==> src/rtl/lcd_pkg.sv <==
// lcd_pkg: shared constants, state types and helpers for the LCD sequencer
package lcd_pkg;

    localparam logic [7:0] CMD_FUNC_4B_2L = 8'h28;
    localparam logic [7:0] CMD_DISP_ON    = 8'h0C;
    localparam logic [7:0] CMD_CLEAR      = 8'h01;
    localparam logic [7:0] CMD_HOME       = 8'h02;
    localparam logic [7:0] CMD_ENTRY_INC  = 8'h06;
    localparam logic [3:0] NIB_INIT_8B    = 4'h3;
    localparam logic [3:0] NIB_INIT_4B    = 4'h2;

    typedef enum logic [2:0] {
        PWRUP_WAIT, INIT_NIB, INIT_CMD, IDLE, SEND_HI, SEND_LO, WAIT
    } seq_state_t;

    typedef enum logic [1:0] {TX_IDLE, TX_SETUP, TX_PULSE, TX_HOLD} tx_state_t;

    typedef enum logic [1:0] {PH_HI, PH_LO, PH_DLY} ph_t;

    function automatic int max2(input int a, input int b);
        return a > b ? a : b;
    endfunction

    function automatic logic [3:0] init_nib(input logic [1:0] i);
        return i == 2'd3 ? NIB_INIT_4B : NIB_INIT_8B;
    endfunction

    function automatic logic [7:0] init_cmd(input logic [1:0] i);
        return i == 2'd0 ? CMD_FUNC_4B_2L :
               i == 2'd1 ? CMD_DISP_ON :
               i == 2'd2 ? CMD_CLEAR : CMD_ENTRY_INC;
    endfunction

    // clear (0x01), home (0x02) and home-variant (0x03) need the long delay
    function automatic logic is_clear(input logic rs, input logic [7:0] d);
        return !rs && (d == CMD_CLEAR || d == CMD_HOME || d == 8'h03);
    endfunction

endpackage

==> src/rtl/lcd_nib_tx.sv <==
// lcd_nib_tx: drives one nibble onto the LCD pins with setup, enable pulse and hold
module lcd_nib_tx
    import lcd_pkg::*;
#(
    parameter int E_PULSE = 4
) (
    input  logic       clk,
    input  logic       rst,
    input  logic       start,
    input  logic       rs,
    input  logic [3:0] nib,
    output logic       lcd_rs,
    output logic       lcd_e,
    output logic [3:0] lcd_d,
    output logic       done
);

    localparam int PW = $clog2(E_PULSE) + 1;

    tx_state_t st_q, st_d;
    logic [PW-1:0] pc_q, pc_d;
    logic rs_q, rs_d, e_q, e_d;
    logic [3:0] d_q, d_d;

    // phase sequencing; a start in the hold cycle chains straight into the next setup
    always_comb begin
        st_d = st_q;
        pc_d = pc_q;
        rs_d = rs_q;
        e_d  = e_q;
        d_d  = d_q;
        case (st_q)
            TX_SETUP: begin
                st_d = TX_PULSE;
                e_d  = 1'b1;
                pc_d = PW'(E_PULSE - 1);
            end
            TX_PULSE: begin
                if (pc_q == '0) begin
                    st_d = TX_HOLD;
                    e_d  = 1'b0;
                end else begin
                    pc_d = pc_q - PW'(1);
                end
            end
            TX_HOLD: st_d = TX_IDLE;
            default: ;
        endcase
        if (start) begin
            st_d = TX_SETUP;
            rs_d = rs;
            d_d  = nib;
            e_d  = 1'b0;
        end
    end

    // pin and phase registers, cleared immediately on reset
    always_ff @(posedge clk or posedge rst) begin
        if (rst) begin
            st_q <= TX_IDLE;
            pc_q <= '0;
            rs_q <= 1'b0;
            e_q  <= 1'b0;
            d_q  <= '0;
        end else begin
            st_q <= st_d;
            pc_q <= pc_d;
            rs_q <= rs_d;
            e_q  <= e_d;
            d_q  <= d_d;
        end
    end

    assign lcd_rs = rs_q;
    assign lcd_e  = e_q;
    assign lcd_d  = d_q;
    assign done   = st_q == TX_HOLD;

endmodule

==> src/rtl/lcd_seq.sv <==
// lcd_seq: power-up init and byte-write sequencer for a 4-bit HD44780-style LCD
module lcd_seq
    import lcd_pkg::*;
#(
    parameter int E_PULSE   = 4,
    parameter int T_POWERUP = 1000,
    parameter int T_INIT1   = 200,
    parameter int T_CMD     = 10,
    parameter int T_CLEAR   = 100
) (
    input  logic       clk,
    input  logic       rst,
    input  logic       req_valid,
    output logic       req_ready,
    input  logic       req_rs,
    input  logic [7:0] req_data,
    output logic       init_done,
    output logic       lcd_rs,
    output logic       lcd_rw,
    output logic       lcd_e,
    output logic [3:0] lcd_d
);

    localparam int MAXP = max2(max2(max2(E_PULSE, T_POWERUP), max2(T_INIT1, T_CMD)), T_CLEAR);
    localparam int CW   = $clog2(MAXP) + 1;
    localparam logic [CW-1:0] L_PWR   = CW'(T_POWERUP - 1);
    localparam logic [CW-1:0] L_INIT1 = CW'(T_INIT1 - 1);
    localparam logic [CW-1:0] L_CMD   = CW'(T_CMD - 1);
    localparam logic [CW-1:0] L_CLR   = CW'(T_CLEAR - 1);

    seq_state_t state_q, state_d;
    ph_t ph_q, ph_d;
    logic [1:0] idx_q, idx_d, idx_nxt;
    logic [CW-1:0] cnt_q, cnt_d, cnt_dec;
    logic rs_q, rs_d, ready_q, ready_d, done_q, done_d;
    logic [7:0] dat_q, dat_d, cmd_cur, cmd_nxt;
    logic tx_start, tx_rs, tx_done;
    logic [3:0] tx_nib;

    assign idx_nxt = idx_q + 2'd1;
    assign cmd_cur = init_cmd(idx_q);
    assign cmd_nxt = init_cmd(idx_nxt);
    assign cnt_dec = cnt_q - CW'(1);

    // next-state logic; each nibble start is issued one cycle early so setup lands on time
    always_comb begin
        state_d  = state_q;
        ph_d     = ph_q;
        idx_d    = idx_q;
        cnt_d    = cnt_q;
        rs_d     = rs_q;
        dat_d    = dat_q;
        ready_d  = 1'b0;
        done_d   = done_q;
        tx_start = 1'b0;
        tx_rs    = 1'b0;
        tx_nib   = 4'h0;
        case (state_q)
            PWRUP_WAIT: begin
                if (cnt_q == '0) begin
                    state_d  = INIT_NIB;
                    ph_d     = PH_HI;
                    idx_d    = 2'd0;
                    tx_start = 1'b1;
                    tx_nib   = init_nib(2'd0);
                end else begin
                    cnt_d = cnt_dec;
                end
            end
            INIT_NIB: begin
                if (ph_q != PH_DLY) begin
                    if (tx_done) begin
                        ph_d  = PH_DLY;
                        cnt_d = idx_q == 2'd0 ? L_INIT1 : L_CMD;
                    end
                end else if (cnt_q != '0) begin
                    cnt_d = cnt_dec;
                end else begin
                    state_d  = idx_q == 2'd3 ? INIT_CMD : INIT_NIB;
                    idx_d    = idx_nxt;
                    ph_d     = PH_HI;
                    tx_start = 1'b1;
                    tx_nib   = idx_q == 2'd3 ? cmd_nxt[7:4] : init_nib(idx_nxt);
                end
            end
            INIT_CMD: begin
                if (ph_q == PH_HI) begin
                    if (tx_done) begin
                        ph_d     = PH_LO;
                        tx_start = 1'b1;
                        tx_nib   = cmd_cur[3:0];
                    end
                end else if (ph_q == PH_LO) begin
                    if (tx_done) begin
                        ph_d  = PH_DLY;
                        cnt_d = is_clear(1'b0, cmd_cur) ? L_CLR : L_CMD;
                    end
                end else if (cnt_q != '0) begin
                    cnt_d = cnt_dec;
                end else if (idx_q == 2'd3) begin
                    state_d = IDLE;
                    ready_d = 1'b1;
                    done_d  = 1'b1;
                end else begin
                    idx_d    = idx_nxt;
                    ph_d     = PH_HI;
                    tx_start = 1'b1;
                    tx_nib   = cmd_nxt[7:4];
                end
            end
            IDLE: begin
                if (req_valid && ready_q) begin
                    state_d  = SEND_HI;
                    rs_d     = req_rs;
                    dat_d    = req_data;
                    tx_start = 1'b1;
                    tx_rs    = req_rs;
                    tx_nib   = req_data[7:4];
                end else begin
                    ready_d = 1'b1;
                end
            end
            SEND_HI: begin
                if (tx_done) begin
                    state_d  = SEND_LO;
                    tx_start = 1'b1;
                    tx_rs    = rs_q;
                    tx_nib   = dat_q[3:0];
                end
            end
            SEND_LO: begin
                if (tx_done) begin
                    state_d = WAIT;
                    cnt_d   = is_clear(rs_q, dat_q) ? L_CLR : L_CMD;
                end
            end
            WAIT: begin
                if (cnt_q != '0) begin
                    cnt_d = cnt_dec;
                end else begin
                    state_d = IDLE;
                    ready_d = 1'b1;
                end
            end
            default: ;
        endcase
    end

    // sequencer registers; reset restarts the full power-up wait
    always_ff @(posedge clk or posedge rst) begin
        if (rst) begin
            state_q <= PWRUP_WAIT;
            ph_q    <= PH_HI;
            idx_q   <= 2'd0;
            cnt_q   <= L_PWR;
            rs_q    <= 1'b0;
            dat_q   <= 8'h00;
            ready_q <= 1'b0;
            done_q  <= 1'b0;
        end else begin
            state_q <= state_d;
            ph_q    <= ph_d;
            idx_q   <= idx_d;
            cnt_q   <= cnt_d;
            rs_q    <= rs_d;
            dat_q   <= dat_d;
            ready_q <= ready_d;
            done_q  <= done_d;
        end
    end

    lcd_nib_tx #(.E_PULSE(E_PULSE)) u_tx (
        .clk   (clk),
        .rst   (rst),
        .start (tx_start),
        .rs    (tx_rs),
        .nib   (tx_nib),
        .lcd_rs(lcd_rs),
        .lcd_e (lcd_e),
        .lcd_d (lcd_d),
        .done  (tx_done)
    );

    assign req_ready = ready_q;
    assign init_done = done_q;
    assign lcd_rw    = 1'b0;

endmodule

==> config.mk <==
export PLATFORM = sky130hd
export DESIGN_NAME = lcd_seq
export DESIGN_NICKNAME = d
export VERILOG_FILES = /design/src/rtl/lcd_pkg.sv /design/src/rtl/lcd_nib_tx.sv /design/src/rtl/lcd_seq.sv
export SDC_FILE = /design/constraint.sdc
export NUM_CORES = 1
export LEC_CHECK = 0
export BUFFER_PORTS_ARGS = -buffer_cell sky130_fd_sc_hd__buf_2
export CORE_ASPECT_RATIO = 0.7
export CORE_UTILIZATION = 25
export DETAILED_ROUTE_END_ITERATION = 8
export GPL_TIMING_DRIVEN = 0
export PLACE_DENSITY = 0.39
export SETUP_SLACK_MARGIN = 0.15
export SYNTH_ARGS = -nofsm -noshare
export SYNTH_HDL_FRONTEND = slang
export SYNTH_HIERARCHICAL = 1
export SYNTH_SLANG_ARGS = --single-unit
==> constraint.sdc <==
create_clock -name clk -period 6.4 [get_ports clk]
set_clock_uncertainty 0.2 [all_clocks]
set_input_delay 0.96 -clock clk [delete_from_list [all_inputs] [get_ports clk]]
set_output_delay 0.96 -clock clk [all_outputs]
set_load 0.02 [all_outputs]
Word level (Yosys, flattened, before mapping). Cells that the tools add are included.

Register bits: 40. Bits of input ports: 12. Output and inout bits: 9. Logic and storage cells: 180.

$add $sub $neg: 3. Eq/ne operators: 44. Multiplexer cells: 88. Bitwise logic cells: 3. Reductions and logical operators: 29.

Operators by type and width (count): 2-to-1 mux 11 bit (8); one-hot mux 11 bit (5 select lines) (1); 2-to-1 mux 2 bit (25); 2-to-1 mux 3 bit (14); inequality test 2 bit (second input constant) (15); 2-to-1 mux 4 bit (6); one-hot mux 3 bit (7 select lines) (1); one-hot mux 4 bit (5 select lines) (1); 2-to-1 mux 1 bit (19); one-hot mux 2 bit (3 select lines) (3); == test 8 x 2 -> 1 bit (second input constant) (2); 2-to-1 mux 7 bit (2); == test 2 bit (second input constant) (6); == test 6 x 2 -> 1 bit (second input constant) (2); 2-to-1 mux 6 bit (2); inequality test 3 bit (second input constant) (4); AND reduction 12 bit (1); AND reduction 6 bit (2); logical NOT 11 bit (1); nonzero test 11 bit (1); subtractor 11 x 1 -> 11 bit (second input constant) (1); == test 3 bit (second input constant) (3); == test 2 x 1 -> 1 bit (second input constant) (4); == test 8 x 1 -> 1 bit (second input constant) (1); 26 further kinds (42).

Longest topological paths before layout.
Depth in word-level cells: 12. Mapped depth: 10. Depth with buffers taken out: 8.

Modules after synthesis. Netlist, hierarchy kept.

By module, submodules not included: lcd_seq (times used 1, cells each 278, area each 2169.6 um^2, sequential area each 735.7 um^2); lcd_nib_tx (times used 1, cells each 47, area each 551.8 um^2, sequential area each 275.3 um^2).

Worst setup path before layout. OpenSTA, ideal clock, no wires.

Path type: input to register. Start point: input req_valid. End point: register u_tx.d_q[0] (netlist: u_tx/lcd_d[0]). Library setup time: 0.125 ns. Data arrival time: 2.191 ns. Data required time: 6.075 ns. Path slack: 3.885 ns. Stages on the path: 8. Buffers on the path: 2. Path through: nand2_1 -> nor2_1 -> and2_1 -> clkbuf_1 -> nor3_1 -> nand2_1 -> buf_6 -> mux2_2.

Cells in the longest elaborated chain, start to end: 3. Elaborated cells on any way between the ends: 5. Those cells by class: 4 x mux; 1 x reduce/logical.

Ends and longest elaborated chain: start, declared (line lcd_seq.sv:13) `input logic req_valid,`; logical AND 1 bit (line lcd_seq.sv:112) `if (req_valid && ready_q) begin`; 2-to-1 mux 1 bit (line lcd_seq.sv:112); one-hot mux 1 bit (5 select lines) (line lcd_seq.sv:58) `case (state_q)`; net tx_start (line lcd_seq.sv:37) `logic tx_start, tx_rs, tx_done;`; end signal, assigned (line lcd_nib_tx.sv:64) `d_q <= '0;`; end signal, assigned (line lcd_nib_tx.sv:70) `d_q <= d_d;`; end, declared (line lcd_nib_tx.sv:23) `logic [3:0] d_q, d_d;`.

The timed path passes the listed nets, and every way through them passes these cells. A chain may end at the register's enable or synchronous reset.

Final worst setup path.
Start point: register cnt_q[0]. End point: register u_tx.rs_q (netlist: u_tx/lcd_rs).

Cells in the longest elaborated chain, start to end: 5. Elaborated cells on any way between the ends: 9. Those cells by class: 7 x mux; 2 x reduce/logical.

Ends and longest elaborated chain: start, declared (line lcd_seq.sv:34) `logic [CW-1:0] cnt_q, cnt_d, cnt_dec;`; start signal, assigned (line lcd_seq.sv:164) `cnt_q <= cnt_d;`; nonzero test 11 bit (line lcd_seq.sv:76, lcd_seq.sv:98); 2-to-1 mux 1 bit (line lcd_seq.sv:98) `end else if (cnt_q != '0) begin`; 2-to-1 mux 1 bit (line lcd_seq.sv:93) `end else if (ph_q == PH_LO) begin`; 2-to-1 mux 1 bit (line lcd_seq.sv:87) `if (ph_q == PH_HI) begin`; one-hot mux 1 bit (5 select lines) * (line lcd_seq.sv:58); net tx_start (line lcd_seq.sv:37); end signal, assigned (line lcd_nib_tx.sv:68) `rs_q <= rs_d;`; end, declared (line lcd_nib_tx.sv:22) `logic rs_q, rs_d, e_q, e_d;`.

Mark *: on every way through the listed nets, which the timed path passes. The rest lies on a longest branch.

==> metrics <==
wire per inst 15.7 um; synthesized area per cell 8.37 um2; die width 127 um; Power Density 184 nW/um2; fraction of registers with async set/reset 1.00; normalized max-slew margin 0.520; delay of the slowest cell on the worst path 0.50 ns; Critical Path RT 6.37 ns; Hold Crit Class register to register; number of hold buffers added after CTS 0; Final Critical Period 2.95 ns; DRC 0; 1st-pass router iterations 4; CTS buffer count 5; leakage 1.44 nW; Critical Path AT 2.92 ns; fillers 1114; HPWL after detailed placement 5660 um; Crit Path Category register to register; Warnings, synthesis 6; top cell type's share of synthesized area 0.294; largest area contributor in the netlist dfrtp_1; clk_lat worst skew 0.29 ns; post-CTS setup buffers 0; H-tree depth 2; delay-heaviest family, CP simple AND/OR/NAND/NOR gates; DR vias/cell 4.89; Buf/Inv on CP 2; die span in y 89.3 um; count of final setup violators 0; root buf cell clkbuf_16; Placer Congestion 0.812; final period utilization 0.461; synthesis-to-finish area growth 17.4%; Port Buf Inserts 19; Total GRT Usage 0.144; top-count cell post-synth nand2_1; initial antenna violation count 0; # IOs 21; Setup crit end kind register; Final nets 376; Worst Tran Pin Value 0.715 ns; Reg clk slew, reported paths 0.06 ns; Yosys reg bits 40; routed vias 2369; post-synthesis instance area 2720 um2; share of cells above drive strength 1 0.185; post-route ant nets 0; Max-cap violations 0; vias in the first global route 2212; Synth cell types 64; final slew viol count 0; CP max stage cell or4b_4; Max VDD drop 82.7 uV; Worst setup SP type register; Core Region 10500 um2; largest net degree at the start of global routing 30; post_cts resized 0; Post-Route Utilization 0.305; TritonCTS clock tree built; Initial Util 0.260; number of synthesized flops with an enable pin 0; first-pass GRT wire length 12300 um; Min Hold Slack 0.282 ns; total grt overflow 0; worst path cell trace inv_1 -> ha_1 -> or4b_4 -> nor3_1 -> nand4b_1 -> nand2_1 -> buf_6 -> mux2_2; crit path max fanout 9; Max Freq 0.339 GHz; CTS Buffer Depth 2; Hold Vio Cnt, Final 0; syn_nets 349; most used flip-flop cell after synthesis dfrtp_1; total wire length 7580 um; Tot Pwr 589 uW; Mapped Cells 325; clk sink count 40; Fin Setup TNS 0 ns; post-synthesis sequential area ratio 0.371; die area 11300 um2; synth cell count leaders nand2_1 (58), dfrtp_1 (32), o21ai_0 (24), nor2_1 (22), a21oi_1 (17); status finished, final reports clean; DRT iter0 DRCs 142; row cnt 31; Antenna Cells 0; Area contributors post-synth dfrtp_1 (29%), nand2_1 (8.0%), dfstp_2 (7.7%); RSZ-0062 raised after global routing false
## power breakdown
part	internal (mW)	switching, mW	total [mW]	leakage [nW]
registers	0.253	0	0.253	0.490
logic	0.00459	0.00750	0.0121	0.857
clock network	0.221	0.103	0.324	0.0899
## metrics by stage
| stage | cells | worst slack, ns | cell area [um2] |
|---|---|---|---|
| floorplan | 325 | 3.88 | 2720 |
| global placement | 476 | 3.40 | 2980 |
| detailed placement | 476 | 3.39 | 2980 |
| CTS | 483 | 3.45 | 3170 |
| global route | 484 | 3.24 | 3190 |
| finish | 484 | 3.45 | 3190 |
## state kept, by name (all words and copies together) (netlist names)
register / count
u_tx/pc_q: 3
cnt_q: 11
u_tx/lcd_e: 1
ph_q: 2
u_tx/lcd_d: 4
req_ready: 1
state_q: 3
u_tx/st_q: 2
u_tx/lcd_rs: 1
init_done: 1
dat_q: 8
rs_q: 1
idx_q: 2
## routing by layer
layer  share of wire  track usage
met3           0.041       0.0257
met2            0.38        0.194
met1            0.57        0.229
met5               0            0
met4          0.0073       0.0357
## worst paths after layout
check,cells after the start,slack [ns],startpoint,to
min in group asynchronous,2,0.48,rst,u_tx/lcd_e$_DFFE_PP0P_
worst max-delay path,8,3.45,cnt_q[0]$_DFFE_PP1P_,u_tx/lcd_rs$_DFFE_PP0P_
max in group asynchronous,3,5.08,rst,state_q[0]$_DFFE_PP0P_
worst max register to register,8,3.45,cnt_q[0]$_DFFE_PP1P_,u_tx/lcd_rs$_DFFE_PP0P_
worst min-delay path,1,0.28,init_done$_DFFE_PP0P_,init_done$_DFFE_PP0P_
worst min register to register,1,0.28,init_done$_DFFE_PP0P_,init_done$_DFFE_PP0P_
## area by class of cell
cell class,count,area (um2),share of cell area
Clock inverter,2,60.1,0.0188
Timing Repair Buffer,20,123,0.0384
Clock buffer,5,125,0.0392
Tap cell,132,165,0.0517
Inverter,16,60.1,0.0188
Buffer,18,87.6,0.0274
Multi-Input combinational cell,251,1560,0.489
Sequential cell,40,1010,0.316
## kinds of logic after synthesis
logic type | Yosys count | synth area share
AOI/OAI and AO/OA | 93 | 0.230
DFF | 40 | 0.371
xor gates and xnor gates | 2 | 0.00644
adders and majority gates | 12 | 0.0552
muxes | 8 | 0.0340
and+or+nand+nor | 135 | 0.247
buffers and inverters | 34 | 0.0543
other | 1 | 0.00138
## cells in the final DEF (no fill, tap or decap), drive strengths merged, types with 5 or more instances in the layout
| cell | n |
|---|---|
| inv | 15 |
| a211oi | 5 |
| ha | 12 |
| nor2 | 23 |
| dfstp | 8 |
| nand2b | 8 |
| dfrtp | 32 |
| a22oi | 6 |
| nand2 | 59 |
| a21oi | 18 |
| buf | 29 |
| nor2b | 8 |
| mux2 | 7 |
| nor4 | 6 |
| o21ai | 28 |
| nor3 | 12 |
| clkbuf | 14 |
Note: power is estimated with default switching activity, not from simulation.
